--- config.mk ---
export PLATFORM = sky130hd
export DESIGN_NAME = button_event_arbiter
export DESIGN_NICKNAME = d
export VERILOG_FILES = /design/src/rtl/button_event_arbiter.sv
export SDC_FILE = /design/constraint.sdc
export NUM_CORES = 1
export LEC_CHECK = 0
export ABC_AREA = 0
export CORE_MARGIN = 8
export CORE_UTILIZATION = 45
export DETAILED_ROUTE_END_ITERATION = 12
export PLACE_DENSITY = 0.61
export SLEW_MARGIN = 20
export SYNTH_ARGS = -nofsm -noshare
export SYNTH_HDL_FRONTEND = slang
export SYNTH_SLANG_ARGS = --single-unit
--- constraint.sdc ---
create_clock -name clk -period 4.7 [get_ports clk]
set_input_delay 0.94 -clock clk [delete_from_list [all_inputs] [get_ports clk]]
set_output_delay 0.94 -clock clk [all_outputs]
set_load 0.1 [all_outputs]
--- src/rtl/button_event_arbiter.sv ---
// Per-button PRESS/LONG/REPEAT/RELEASE generators feeding a round-robin valid/ready event register.
// Optional macro BUTTON_REPEAT_EN enables periodic REPEAT events while a button stays held after LONG.
module button_event_fsm #(
  parameter int LONG_TICKS = 500
`ifdef BUTTON_REPEAT_EN
  , parameter int REPEAT_TICKS = 100
`endif
) (
  input  logic       clk,
  input  logic       rst,
  input  logic       pressed_i,
  input  logic       tick_i,
  input  logic       grant_i,
  output logic       slot_vld_o,
  output logic [1:0] slot_type_o,
  output logic       ovr_o
);
  localparam logic [1:0] EV_PRESS = 2'd0, EV_LONG = 2'd1, EV_REPEAT = 2'd2, EV_RELEASE = 2'd3;

  typedef enum logic [1:0] {IDLE, HELD, AUTO} state_e;

  state_e      state_q, state_d;
  logic [15:0] cnt_q, cnt_d;
  logic        prev_q, slot_vld_q, slot_vld_d, gen;
  logic [1:0]  slot_type_q, slot_type_d, gen_type;
  logic        rise, fall;

  assign rise = pressed_i && !prev_q;
  assign fall = !pressed_i && prev_q;

  always_ff @(posedge clk or posedge rst) begin
    if (rst) begin
      state_q     <= IDLE;
      cnt_q       <= '0;
      prev_q      <= 1'b0;
      slot_vld_q  <= 1'b0;
      slot_type_q <= EV_PRESS;
    end else begin
      state_q     <= state_d;
      cnt_q       <= cnt_d;
      prev_q      <= pressed_i;
      slot_vld_q  <= slot_vld_d;
      slot_type_q <= slot_type_d;
    end
  end

  always_comb begin
    state_d  = state_q;
    cnt_d    = cnt_q;
    gen      = 1'b0;
    gen_type = EV_PRESS;
    case (state_q)
      IDLE: if (rise) begin
        gen = 1'b1; gen_type = EV_PRESS; cnt_d = '0; state_d = HELD;
      end
      HELD: begin
        if (fall) begin
          gen = 1'b1; gen_type = EV_RELEASE; state_d = IDLE;
        end else if (tick_i) begin
          if (cnt_q == 16'(LONG_TICKS - 1)) begin
            gen = 1'b1; gen_type = EV_LONG; cnt_d = '0; state_d = AUTO;
          end else begin
            cnt_d = cnt_q + 16'd1;
          end
        end
      end
      AUTO: begin
        if (fall) begin
          gen = 1'b1; gen_type = EV_RELEASE; state_d = IDLE;
`ifdef BUTTON_REPEAT_EN
        end else if (tick_i) begin
          if (cnt_q == 16'(REPEAT_TICKS - 1)) begin
            gen = 1'b1; gen_type = EV_REPEAT; cnt_d = '0;
          end else begin
            cnt_d = cnt_q + 16'd1;
          end
`endif
        end
      end
      default: state_d = IDLE;
    endcase
  end

  // A new event lands in the slot even while the old one is granted, so nothing is lost then.
  always_comb begin
    slot_vld_d  = slot_vld_q;
    slot_type_d = slot_type_q;
    ovr_o       = gen && slot_vld_q && !grant_i;
    if (gen) begin
      slot_vld_d  = 1'b1;
      slot_type_d = gen_type;
    end else if (grant_i) begin
      slot_vld_d  = 1'b0;
    end
  end

  assign slot_vld_o  = slot_vld_q;
  assign slot_type_o = slot_type_q;
endmodule

module button_event_arbiter #(
  parameter int NUM_BUTTONS  = 4,
  parameter int TICK_DIV     = 50000,
  parameter int LONG_TICKS   = 500,
  parameter int REPEAT_TICKS = 100,
  localparam int IW = (NUM_BUTTONS > 1) ? $clog2(NUM_BUTTONS) : 1
) (
  input  logic                   clk,
  input  logic                   rst,
  input  logic [NUM_BUTTONS-1:0] btn_pressed,
  output logic                   evt_valid,
  input  logic                   evt_ready,
  output logic [IW-1:0]          evt_btn,
  output logic [1:0]             evt_type,
  output logic                   overrun
);
  localparam int PW = $clog2(TICK_DIV);

  if (NUM_BUTTONS < 1 || NUM_BUTTONS > 16 || TICK_DIV < 2 || LONG_TICKS < 1 || LONG_TICKS > 65535 ||
      REPEAT_TICKS < 1 || REPEAT_TICKS > 65535) begin : g_bad_params
    $error("button_event_arbiter: parameter out of range");
  end

  logic [PW-1:0]                    pre_q;
  logic                             tick;
  logic [NUM_BUTTONS-1:0]           slot_vld, grant, ovr;
  logic [NUM_BUTTONS-1:0][1:0]      slot_type;
  logic [IW-1:0]                    last_q, gidx, cand, evt_btn_q;
  logic [1:0]                       evt_type_q;
  logic                             evt_valid_q, overrun_q, found, load;

  assign tick = (pre_q == PW'(TICK_DIV - 1));

  always_ff @(posedge clk or posedge rst) begin
    if (rst) pre_q <= '0;
    else     pre_q <= tick ? '0 : pre_q + PW'(1);
  end

  for (genvar i = 0; i < NUM_BUTTONS; i++) begin : g_lane
    assign grant[i] = load && found && (gidx == IW'(i));
    button_event_fsm #(
      .LONG_TICKS(LONG_TICKS)
`ifdef BUTTON_REPEAT_EN
      , .REPEAT_TICKS(REPEAT_TICKS)
`endif
    ) u_lane (
      .clk(clk), .rst(rst), .pressed_i(btn_pressed[i]), .tick_i(tick), .grant_i(grant[i]),
      .slot_vld_o(slot_vld[i]), .slot_type_o(slot_type[i]), .ovr_o(ovr[i])
    );
  end

  // Search starts one past the last winner so every button gets a turn.
  assign load = !evt_valid_q || evt_ready;

  always_comb begin
    found = 1'b0;
    gidx  = '0;
    cand  = '0;
    for (int k = 1; k <= NUM_BUTTONS; k++) begin
      cand = IW'((int'(last_q) + k) % NUM_BUTTONS);
      if (!found && slot_vld[cand]) begin
        found = 1'b1;
        gidx  = cand;
      end
    end
  end

  always_ff @(posedge clk or posedge rst) begin
    if (rst) begin
      evt_valid_q <= 1'b0;
      evt_btn_q   <= '0;
      evt_type_q  <= 2'd0;
      last_q      <= IW'(NUM_BUTTONS - 1);
      overrun_q   <= 1'b0;
    end else begin
      overrun_q <= overrun_q | (|ovr);
      if (load) begin
        evt_valid_q <= found;
        if (found) begin
          evt_btn_q  <= gidx;
          evt_type_q <= slot_type[gidx];
          last_q     <= gidx;
        end
      end
    end
  end

  assign evt_valid = evt_valid_q;
  assign evt_btn   = evt_btn_q;
  assign evt_type  = evt_type_q;
  assign overrun   = overrun_q;
endmodule

# Yosys cells after proc, flatten, opt, wreduce, memory -nomap -nowiden
# Cells that the tools add are included.
[totals]
output_inout_bits = 6
word_cells = 260
ff_bits = 112
in_bits = 7
[classes]
n_mux = 115
eq_ne = 40
add_sub_neg = 9
n_bitwise = 1
reduce_logical = 64
n_lt_le_gt_ge = 5
[ops]
columns = ["cell", "count"]
rows = [
  ["2-to-1 mux 16 bit", 17],
  ["one-hot mux 16 bit (2 select lines)", 4],
  ["adder 16 x 1 -> 16 bit (second input constant)", 5],
  ["2-to-1 mux 2 bit", 37],
  ["== test 16 x 9 -> 1 bit (second input constant)", 4],
  ["2-to-1 mux 1 bit", 40],
  ["AND reduction 4 bit", 8],
  ["logical AND 1 bit", 24],
  ["one-hot mux 2 bit (3 select lines)", 4],
  ["== test 16 bit (second input constant)", 1],
  ["zero test 1 bit", 16],
  ["!= test 2 x 1 -> 1 bit (second input constant)", 8],
  ["!= test 2 bit (second input constant)", 8],
  ["one-hot mux 2 bit (2 select lines)", 4],
  ["nonzero test 2 bit", 8],
  ["< comparator 2 x 3 -> 1 bit (second input constant)", 5],
  ["== test 2 bit (second input constant)", 6],
  ["!= test 3 x 1 -> 1 bit (second input constant)", 4],
  ["!= test 3 x 2 -> 1 bit (second input constant)", 4],
  ["one-hot mux 1 bit (3 select lines)", 4],
  ["== test 2 x 1 -> 1 bit (second input constant)", 5],
  ["zero test 2 bit", 5],
  ["binary-select mux 1 bit (select 2 bit)", 4],
  ["adder 2 x 1 -> 2 bit (second input constant)", 2],
  ["other kinds (6)", 7],
]

# Depth between registers and ports, before layout
[depth]
word_depth = 19
mapped_depth = 10
depth_no_buf = 8

# Hierarchy
# From an unflattened synthesis, not the netlist that was laid out.
[unflattened]
cells_unflattened = 713
area_unflattened_um2 = 6603.8
[modules_own_cells]
columns = ["mod", "n_inst", "seq_area_each_um2", "area_each_um2", "cells_per_inst"]
rows = [
  ["button_event_fsm at g_lane[1].u_lane ...", 2, 550.5, 1343.8, 147],
  ["button_event_fsm at g_lane[0].u_lane", 1, 550.5, 1317.5, 142],
  ["button_event_fsm at g_lane[3].u_lane", 1, 550.5, 1308.8, 145],
  ["button_event_arbiter", 1, 603.1, 1290.0, 132],
]

# Least setup slack after synthesis
# Ideal clock, no wire load.
[synth_timing]
path_kind = "input -> register"
from = "input port btn_pressed[0]"
to = "register g_lane[0].u_lane.cnt_q[0]"
setup_time_ns = 0.121
path_buffers = 2
slack_ns = 2.351
cell_stages = 7
arrival_time_ns = 2.228
t_required_ns = 4.579
path_cell_list = "clkbuf_1 > a21boi_0 > o21ai_0 > o22ai_2 > a21boi_2 > buf_2 > nor2_1"
[synth_between]
elab_chain_len = 4
word_cells_on_any_way = 6
cone_classes = "eq/ne: 2; reduce/logical: 4"
[synth_rtl]
columns = ["element", "line", "text"]
rows = [
  ["start, declared", "110", "input logic [NUM_BUTTONS-1:0] btn_pressed,"],
  ["zero test 1 bit", "29", "assign fall = !pressed_i && prev_q;"],
  ["logical AND 1 bit", "29", ""],
  ["!= test 2 bit (no line)", "n/a", ""],
  ["AND reduction 4 bit (no line) *", "n/a", ""],
  ["end signal, assigned", "40", "cnt_q <= cnt_d;"],
  ["end, declared", "23", "logic [15:0] cnt_q, cnt_d;"],
]
# Every way passes the cells marked *; elsewhere a longest branch is shown, timed or not.
# A chain may end at the register's enable or synchronous reset.

# Final worst setup path
[layout_timing]
from = "input port btn_pressed[0]"
to = "register g_lane[0].u_lane.cnt_q[9]"
# The elaborated chain is that of the path after synthesis.

==> summary.md <==
The run finished with clean final reports. After detailed routing, the total wire length is 12700 um. The number of antenna-violating nets in the routed design is 0, and the remaining max-slew budget at the tightest pin is 0.339. The average instance in the mapped netlist occupies 9.55 um2.

The final-layout fill cell count was 1307; the data arrival time of the critical path was 3.23 ns. After global routing the overflow that remains totals 0. The final hold violation count came out at 0. The run gives 73 as the number of distinct library cells after synthesis.

The root buffer cell chosen for the clock tree is sky130_fd_sc_hd__clkbuf_16. By area, the combinational part of the netlist is dominated by simple AND/OR/NAND/NOR gates. In this run the power density over the cells is 433 nW/um2.

At the worst endpoint, the required time is 4.91 ns. Adding up every negative setup slack in the final design gives 0 ns. The first global-routing pass estimated 22100 um of wire.

The cell area that synthesis handed to floorplanning was 6270 um2. Yosys printed 0 warnings. The tools report the total number of vias as 4786. After detailed routing, the average wire length per cell comes to 14.9 um. For the via count of the first global-routing pass, the log shows 4816. The largest driver fanout on the critical path was 17; the number of cells on the worst hold path was 1. The post-route clock period utilization came out at 0.642. The endpoint kind of the worst setup timing path was a flip-flop.

Among all flip-flop cells after synthesis, the most frequent one is sky130_fd_sc_hd__dfrtp_1. Measured in cells, the most critical reg-to-reg path has a length of 6. The worst-case IR drop observed on VDD is 0.214 mV. For this run, the post-layout net count is 694.

Final-report max-slew violation count: 0. CTS built an H-tree with a depth of 3. The logs give 0 for the number of antenna violations at the first check in global routing and 112 for the number of sinks handled by clock tree synthesis.

For this run, design rule violations remaining after detail routing come to 0. The logs give 2 for the clock tree buffer depth and 73 for the largest net degree at the start of global routing. For the starting density of the core, the log shows 0.457.

The worst setup path is launched from an input pin. The post-synthesis to final-layout area growth is 9.76%. The fraction of layout instances using a drive strength above 1 is 0.0730.

The class of the most critical setup path is input pin to flip-flop. The floorplan step defined a die boundary enclosing 18000 um2. TritonCTS built the clock tree.

The logs give 4 for the number of detailed-routing iterations run before antenna repair and 332 MHz for the fmax. On the final layout, the worst clock skew is 0.00781 ns. The basic-gate share of the synthesized area counting and, or, nand and nor cells came out at 0.243.

Quantity of hold-fixing buffers added after cts: 0. Once the clock tree was built, the setup fixing pass inserted 0 buffers. The number of enable-type register cells in the synthesized netlist is 0, and the I/O pin count is 13. The xor and xnor fraction of the mapped netlist area was 0.0615; the arithmetic-cell share of the synthesized area counting full adders, half adders and majority gates was 0.0419. For the placed wire-length estimate, the log shows 9010 um.

The share of async-settable or async-resettable flops after synthesis was 1.00. Chip width: 134 um. Once layout is done, the placed cells without fillers occupy 6880 um2. The y dimension of the die is 134 um. Input and output buffers added on the ports amount to 12. The tightest hold path in the finished design has a slack of 0.457 ns.

The first routing iteration left 195 violations. Placer's final routability congestion estimate: 0.796. For this design the static power due to leakage is 3.00 nW. Subtracting the final worst setup slack from the clock period gives 3.02 ns.

The logs give 0.36 ns for the clock insertion delay at the later pin of the skew report and 0.148 for the global-route usage over all layers. Setup repair after global routing left no endpoint under its margin. 0 antenna diodes ended up in the layout.

The worst hold path class is flip-flop to flip-flop. For the pin with the worst max-slew slack, the measured transition is 0.988 ns. The sequential share of the synthesized area came out at 0.448.

The floorplan has 43 rows. Across the run, the number of max-cap violations was 0. The number of buffers created by CTS was 9; the multiplexer share of the synthesized area was 0.0198.

After technology mapping, the gate count stands at 656. The number of synthesized register bits is 112. The number of nets handed over by synthesis was 684. In the routed layout, each cell is associated on average with a via count of 5.62. Setup violations remaining at the end of the flow were counted as 0. The quantity of gates resized following cts was 0. The post-layout total power was 2.98 mW; the area of placed instances was 6570 um2. The synthesized-area fraction occupied by ao, oa, aoi and oai cells is 0.157. Clock-pin slew was measured on the worst setup and hold paths at 0.07 ns.

The total area inside the core boundary comes to 13700 um2.
worst max-delay path, stage by stage:
cell and delay (ns):
sky130_fd_sc_hd__clkdlybuf4s50_1 0.64, sky130_fd_sc_hd__a21boi_0 0.20, sky130_fd_sc_hd__o21ai_0 0.11, sky130_fd_sc_hd__o22ai_2 0.56, sky130_fd_sc_hd__a21boi_2 0.65, sky130_fd_sc_hd__nor2_1 0.12
metal layers:
metal,share of wire,GRT usage,wire length [um]
met1,0.46,0.174,5760
met2,0.50,0.257,6360
met3,0.028,0.0344,351
met4,0.014,0.0561,175
met5,0,0,0
cells in the final DEF (no fill, tap or decap), drive strengths merged, types with 13 or more instances in the layout:
cell | Yosys | layout
a21oi | 27 | 27
and3 | 23 | 23
dfrtp | 110 | 110
ha | 21 | 21
inv | 31 | 31
nand2 | 44 | 44
nand2b | 16 | 16
nand3 | 35 | 35
nand4 | 16 | 16
nor2 | 70 | 70
o21ai | 55 | 55
o31ai | 13 | 13
xor2 | 32 | 32
registers in the layout (all words and copies together) (netlist names):
signal and count:
g_lane.u_lane.slot_type_o 8, g_lane.u_lane.prev_q 4, evt_btn 2, g_lane.u_lane.cnt_q 64, last_q 2, evt_valid 1, pre_q 16, overrun 1
g_lane.u_lane.state_q 8, g_lane.u_lane.slot_vld_o 4, evt_type 2
final timing paths:
| kind | slack [ns] | startpoint | to |
|---|---|---|---|
| worst max-delay path | 1.68 | btn_pressed[0] | g_lane[0].u_lane.cnt_q[9] |
| worst min-delay path | 0.46 | pre_q[0] | pre_q[0] |
| worst max register to register | 1.97 | pre_q[0] | g_lane[0].u_lane.cnt_q[9] |
| worst min register to register | 0.46 | pre_q[0] | pre_q[0] |
| max in group asynchronous | 2.70 | rst | last_q[1] |
| min in group asynchronous | 1.14 | rst | g_lane[3].u_lane.cnt_q[8] |
cell families after synthesis:
logic type | Yosys count
flip-flops | 112
adder cells (fa/ha/maj) | 21
buffers and inverters | 47
AND/OR/NAND/NOR | 276
AO/OA/AOI/OAI | 144
multiplexers | 12
XOR/XNOR | 44
per-stage QoR:
step | worst slack [ns] | util | std cells
after floorplan | 0.804 | - | 656
after global placement | 1.39 | 0.479 | 835
after detailed placement | 1.33 | 0.479 | 835
after CTS | 1.69 | 0.501 | 851
after global routing | 1.49 | 0.501 | 851
final | 1.68 | 0.501 | 851
layout make-up:
class / instances / area (um2) / share of cell area
Inverter: 31 / 119 / 0.0173
Tap cell: 180 / 225 / 0.0327
Clock buffer: 12 / 256 / 0.0373
Sequential cell: 112 / 2810 / 0.408
Multi-Input combinational cell: 497 / 3280 / 0.476
Clock inverter: 4 / 52.6 / 0.00764
Timing Repair Buffer: 15 / 143 / 0.0207
report_power, final:
group | internal (mW) | switching (mW)
registers | 1.10 | 0.128
logic | 0.361 | 0.598
clock network | 0.443 | 0.353
total | 1.90 | 1.08
cell usage after synthesis (13+ instances only):
master	instances	area [um2]
sky130_fd_sc_hd__o21ai_0	50	250
sky130_fd_sc_hd__nand4_1	14	87.6
sky130_fd_sc_hd__ha_1	21	263
sky130_fd_sc_hd__nand2b_1	16	100
sky130_fd_sc_hd__o31ai_1	13	97.6
sky130_fd_sc_hd__and3_1	23	144
sky130_fd_sc_hd__a21oi_1	25	125
sky130_fd_sc_hd__xor2_1	32	280
sky130_fd_sc_hd__nand2_1	44	165
sky130_fd_sc_hd__nor2_1	69	259
sky130_fd_sc_hd__dfrtp_1	110	2750
sky130_fd_sc_hd__nand3_1	35	175
sky130_fd_sc_hd__inv_1	31	116
No activity file was read; power rests on OpenSTA's default activity.
